==> config.mk <==
export PLATFORM = sky130hd
export DESIGN_NAME = fpu_issue
export DESIGN_NICKNAME = d
export VERILOG_FILES = /design/src/rtl/fpu_issue.sv
export SDC_FILE = /design/constraint.sdc
export NUM_CORES = 1
export LEC_CHECK = 0
export BUFFER_PORTS_ARGS = -buffer_cell sky130_fd_sc_hd__buf_2
export CAP_MARGIN = 20
export CORE_MARGIN = 1.5
export CORE_UTILIZATION = 47
export DETAILED_ROUTE_END_ITERATION = 6
export MAX_ROUTING_LAYER = met4
export PLACE_DENSITY = 0.87
export SYNTH_ARGS = -nofsm -noshare
export SYNTH_HDL_FRONTEND = slang
export SYNTH_SLANG_ARGS = --single-unit
export TNS_END_PERCENT = 50
==> constraint.sdc <==
create_clock -name clk -period 6.9 [get_ports clk]
set_input_delay 1.035 -clock clk [delete_from_list [all_inputs] [get_ports clk]]
set_output_delay 1.035 -clock clk [all_outputs]
set_load 0.02 [all_outputs]
==> src/rtl/fpu_issue.sv <==
// fpu_issue: core-side issue port to the FPU coprocessor register port.
// Latches one op, holds cs until ready or timeout, then returns a one-cycle writeback.
module fpu_issue #(
  parameter int unsigned TIMEOUT = 256,
  parameter int unsigned LATW    = 9
) (
  input  logic            clk,
  input  logic            rst,
  input  logic            req,
  input  logic [2:0]      req_func,
  input  logic [31:0]     req_rs1,
  input  logic [31:0]     req_rs2,
  input  logic [31:0]     req_rdr,
  output logic            stall,
  output logic            wb_en,
  output logic [31:0]     wb_data,
  output logic            err,
  output logic [LATW-1:0] lat_cycles,
  output logic            cp_cs,
  output logic [2:0]      cp_func,
  input  logic            cp_ready,
  output logic [31:0]     CPR_RS1,
  output logic [31:0]     CPR_RS2,
  output logic [31:0]     CPR_RDR,
  input  logic [31:0]     CPR_RDW
);

  typedef enum logic [1:0] {
    ST_IDLE = 2'd0,
    ST_WAIT = 2'd1,
    ST_DONE = 2'd2
  } state_e;

  localparam logic [LATW-1:0] TO_LAST = LATW'(TIMEOUT - 1);

  state_e          state_q, state_d;
  logic [LATW-1:0] cnt_q, cnt_d;
  logic [LATW-1:0] cnt_inc_s;
  logic            cs_q, cs_d;
  logic            stall_q, stall_d;
  logic            wb_en_q, wb_en_d;
  logic            err_q, err_d;
  logic [31:0]     wb_data_q, wb_data_d;
  logic [LATW-1:0] lat_q, lat_d;
  logic [2:0]      func_q, func_d;
  logic [31:0]     rs1_q, rs1_d;
  logic [31:0]     rs2_q, rs2_d;
  logic [31:0]     rdr_q, rdr_d;

  // Latency count sticks at all-ones instead of wrapping.
  assign cnt_inc_s = (cnt_q == {LATW{1'b1}}) ? cnt_q : cnt_q + LATW'(1);

  // State register.
  always_ff @(posedge clk or posedge rst) begin
    if (rst) begin
      state_q <= ST_IDLE;
    end else begin
      state_q <= state_d;
    end
  end

  // Next-state logic; ready has priority over the timeout.
  always_comb begin
    state_d = state_q;
    case (state_q)
      ST_IDLE: begin
        if (req) begin
          state_d = ST_WAIT;
        end else begin
          state_d = ST_IDLE;
        end
      end
      ST_WAIT: begin
        if (cp_ready) begin
          state_d = ST_DONE;
        end else if (cnt_q == TO_LAST) begin
          state_d = ST_DONE;
        end else begin
          state_d = ST_WAIT;
        end
      end
      ST_DONE: state_d = ST_IDLE;
      default: state_d = ST_IDLE;
    endcase
  end

  // Output and datapath next values.
  always_comb begin
    cs_d      = 1'b0;
    stall_d   = 1'b0;
    wb_en_d   = 1'b0;
    err_d     = 1'b0;
    wb_data_d = wb_data_q;
    lat_d     = lat_q;
    cnt_d     = cnt_q;
    func_d    = func_q;
    rs1_d     = rs1_q;
    rs2_d     = rs2_q;
    rdr_d     = rdr_q;
    case (state_q)
      ST_IDLE: begin
        if (req) begin
          func_d  = req_func;
          rs1_d   = req_rs1;
          rs2_d   = req_rs2;
          rdr_d   = req_rdr;
          cnt_d   = {LATW{1'b0}};
          cs_d    = 1'b1;
          stall_d = 1'b1;
        end else begin
          cnt_d = cnt_q;
        end
      end
      ST_WAIT: begin
        stall_d = 1'b1;
        cnt_d   = cnt_inc_s;
        if (cp_ready) begin
          wb_data_d = CPR_RDW;
          lat_d     = cnt_inc_s;
          wb_en_d   = 1'b1;
        end else if (cnt_q == TO_LAST) begin
          err_d = 1'b1;
        end else begin
          cs_d = 1'b1;
        end
      end
      // DONE forces a cs-low cycle so the coprocessor can return to idle.
      ST_DONE: stall_d = 1'b0;
      default: stall_d = 1'b0;
    endcase
  end

  // Output and datapath registers.
  always_ff @(posedge clk or posedge rst) begin
    if (rst) begin
      cs_q      <= 1'b0;
      stall_q   <= 1'b0;
      wb_en_q   <= 1'b0;
      err_q     <= 1'b0;
      wb_data_q <= 32'h0000_0000;
      lat_q     <= {LATW{1'b0}};
      cnt_q     <= {LATW{1'b0}};
      func_q    <= 3'd0;
      rs1_q     <= 32'h0000_0000;
      rs2_q     <= 32'h0000_0000;
      rdr_q     <= 32'h0000_0000;
    end else begin
      cs_q      <= cs_d;
      stall_q   <= stall_d;
      wb_en_q   <= wb_en_d;
      err_q     <= err_d;
      wb_data_q <= wb_data_d;
      lat_q     <= lat_d;
      cnt_q     <= cnt_d;
      func_q    <= func_d;
      rs1_q     <= rs1_d;
      rs2_q     <= rs2_d;
      rdr_q     <= rdr_d;
    end
  end

  assign cp_cs      = cs_q;
  assign stall      = stall_q;
  assign wb_en      = wb_en_q;
  assign err        = err_q;
  assign wb_data    = wb_data_q;
  assign lat_cycles = lat_q;
  assign cp_func    = func_q;
  assign CPR_RS1    = rs1_q;
  assign CPR_RS2    = rs2_q;
  assign CPR_RDR    = rdr_q;

endmodule

==> qor.yml <==
setup_path:
  required_ps: 7240
  critPathMostFrequentCell: "nand2_1"
  worstPathMaxFanout: 97
  start_kind: "primary input"
  cp_slowest_cell: "buf_4"
  worstPathCellList: "buf_2 > o21ba_2 > nand2_4 > buf_4 > nand2_1 > nand2_1"
  reg2reg_from: "state_q[1]$_DFF_PP0_"
  max_stage_delay_ps: 720
  worstSetupEndpoint: "CPR_RDR[2]$_DFFE_PP0P_"
  reg2reg_slack_ps: 4790
  setup.worst_path.end_class: "register"
  arrival_ps: 2650
  crit_type: "primary input to register"
  reg2reg_depth: 5
  regToRegEndpoint: "CPR_RDR[2]$_DFFE_PP0P_"
  critPathLaunch: "req"
global_routing:
  track_usage_pct: 23.7
  antenna_found_initial: 5
  grt_max_degree: 101
  grt_pass1_vias: 4981
  grt.overflow.total: 0
  grt_pass1_wl_mm: 23.6
layout:
  utilization_pct: 64.5
  fin_cells: 1119
  nNetsFinal: 1067
  drive_gt1_share_pct: 34.4
  area_growth_pct: 34.7
power:
  peakVddDrop_uv: 509
  switching_share_pct: 43.2
  p_total_uw: 4300
  internal-power_uw: 2440
  clockPowerShare_pct: 20.2
  p_comb_share_pct: 43.9
  p_seq_share_pct: 35.9
  p_sw_uw: 1850
  cellPowerDensity_mw_per_mm2: 532
  leakage_uw: 0.00469
flow_run:
  maxCapViolCount: 0
yosys:
  synth_seq_cells: 154
  ys_seq_area_share_pct: 64.3
  yosysTopAreaCell: "dfrtp_1"
  synthFlopType: "dfrtp_1"
  synth.most_common_cell: "nand2_1"
  synth.distinct_cells: 34
  synthTopCellsByArea: "dfrtp_1, nand2_1, buf_2"
  netlist_area_mm2: 0.00600
  yosys_warnings: 0
  synth_common_cells: "nand2_1, dfrtp_1, buf_2"
  synth_edf_count: 0
  syn_inst: 663
  synthArstFlopShare_pct: 100
  syn_area_per_cell_um2: 9.04
  syn_nets: 799
  netlist.area_leader.share_pct: 64.3
timing:
  max_freq_ghz: 0.433
  tns_ps: 0
  rsz0062_at_grt: "no"
  finalMaxSlewViolations: 0
  hold_viol_final: 0
  worst_slack_ps: 4590
  finalClockSkew_ps: 7.50
  fin_crit_sh_pct: 33.5
  max_slew.worst_pin.slew_ps: 1030
  setup_viol: 0
  period_minus_slack_ps: 2310
  slew_headroom_pct: 31.2
route:
  drc: 0
  wl_met3_mm: 1.16
  wl_per_cell_um: 13.9
  via_per_inst: 4.73
  wl_mm: 15.5
  drtIter0Drc: 339
  wirelength_met1_mm: 6.15
  detail_route.first_pass.iterations: 5
  dr_total_vias: 5294
  postRouteAntennaNets: 0
  met2_length_mm: 7.90
  dr.max_layer_used: "met4"
die:
  die_w_um: 116
  ios: 279
  num_rows: 41
  die_h_um: 116
  die_area_mm2: 0.0134
  core_mm2: 0.0125
  start_util_pct: 47.9
clock_tree:
  post-cts-setup-buffer-count: 0
  clock_sinks: 154
  cts.htree.levels: 4
  tritoncts: "done"
  cts_buffers: 17
  cts_root_buf: "clkbuf_16"
  ctsHoldBuffers: 0
  clk_path_buf_depth: 2
  cts_resized: 0
  clkSlewWorstSetupHoldPaths_ps: 60
  clock_latency_ps: 410
placed_design:
  globalplace.congestion: 0.884
  place_hpwl_mm: 10.8
  dp.cells: 1083
  dp_slack_ps: 4200
  port_buffers: 278
status:
  status: "completed"
min_path:
  hp-class: "register to register"
kinds of logic after synthesis:
| kind of cell | share of synthesized area (%) |
|---|---|
| flip-flops | 64.3 |
| AND/OR/NAND/NOR | 27.7 |
| adder cells (fa/ha/maj) | 0.209 |
| buffers and inverters | 3.23 |
| multiplexers | 0.376 |
| AO/OA/AOI/OAI | 3.74 |
| XOR/XNOR | 0.438 |
area by class of cell:
cell class	count	area [µm²]
Inverter	4	20.0
Fill cell	1071	4440
Clock inverter	9	100
Tap cell	172	215
Multi-Input combinational cell	471	1960
Timing Repair Buffer	283	1470
Sequential cell	154	3850
Clock buffer	21	450
Antenna cell	5	12.5
worst max-delay path, delay by kind of cell:
| kind | cells | cell delay [ps] |
|---|---|---|
| compound gates | 1 | 280 |
| buf+inv | 2 | 820 |
| simple gates | 3 | 410 |
registers in the layout (all words and copies together) (netlist names):
signal	flops
wb_en	1
CPR_RDR	32
wb_data	32
stall	1
state_q	2
err	1
lat_cycles	9
cp_func	3
CPR_RS2	32
cnt_q	9
CPR_RS1	32
layout by cell type, fill, tap and decap left out, types with 5 or more instances in the layout:
cell and n:
a21oi_1 6, buf_2 278, clkbuf_16 17, clkinv_2 5
dfrtp_1 154, diode_2 5, nand2_1 407, nand3_1 5
nor2_1 7, o21ai_0 10
per-stage QoR:
stage               area (µm²)  hold slack (ps)
global route              8080              484
CTS                       8040              471
detailed placement        7490              456
global placement          7460              452
floorplan                 6000              495
finish                    8080              467
per-layer routing:
| metal | vias up | track usage [%] |
|---|---|---|
| met4 | 0 | 8.21 |
| met2 | 192 | 40.0 |
| met3 | 25 | 8.58 |
| li1 | 2584 | - |
| met5 | - | - |
| met1 | 2493 | 26.0 |
how the worst min path moves through the flow:
stage | startpoint | end | slack (ps) | cells past startpoint
2_1_floorplan | cnt_q[8]$_DFFE_PP0P_ | err$_DFF_PP0_ | 490 | 1
3_3_place_gp | CPR_RS1[20]$_DFFE_PP0P_ | CPR_RS1[20]$_DFFE_PP0P_ | 450 | 2
3_5_place_dp | CPR_RS2[30]$_DFFE_PP0P_ | CPR_RS2[30]$_DFFE_PP0P_ | 460 | 2
4_1_cts | CPR_RDR[28]$_DFFE_PP0P_ | CPR_RDR[28]$_DFFE_PP0P_ | 470 | 2
5_1_grt | cp_func[2]$_DFFE_PP0P_ | cp_func[2]$_DFFE_PP0P_ | 480 | 2
6_report | CPR_RDR[28]$_DFFE_PP0P_ | CPR_RDR[28]$_DFFE_PP0P_ | 470 | 2
power groups by stage:
stage	sequential, µW	clock (µW)	combinational [µW]
6_report	1540	866	1890
2_1_floorplan	2040	0	759
3_5_place_dp	1550	0	1900
4_1_cts	1540	884	1910
5_1_grt	1590	925	2080
3_3_place_gp	1530	0	1830
Note: power is estimated with default switching activity, not from simulation.
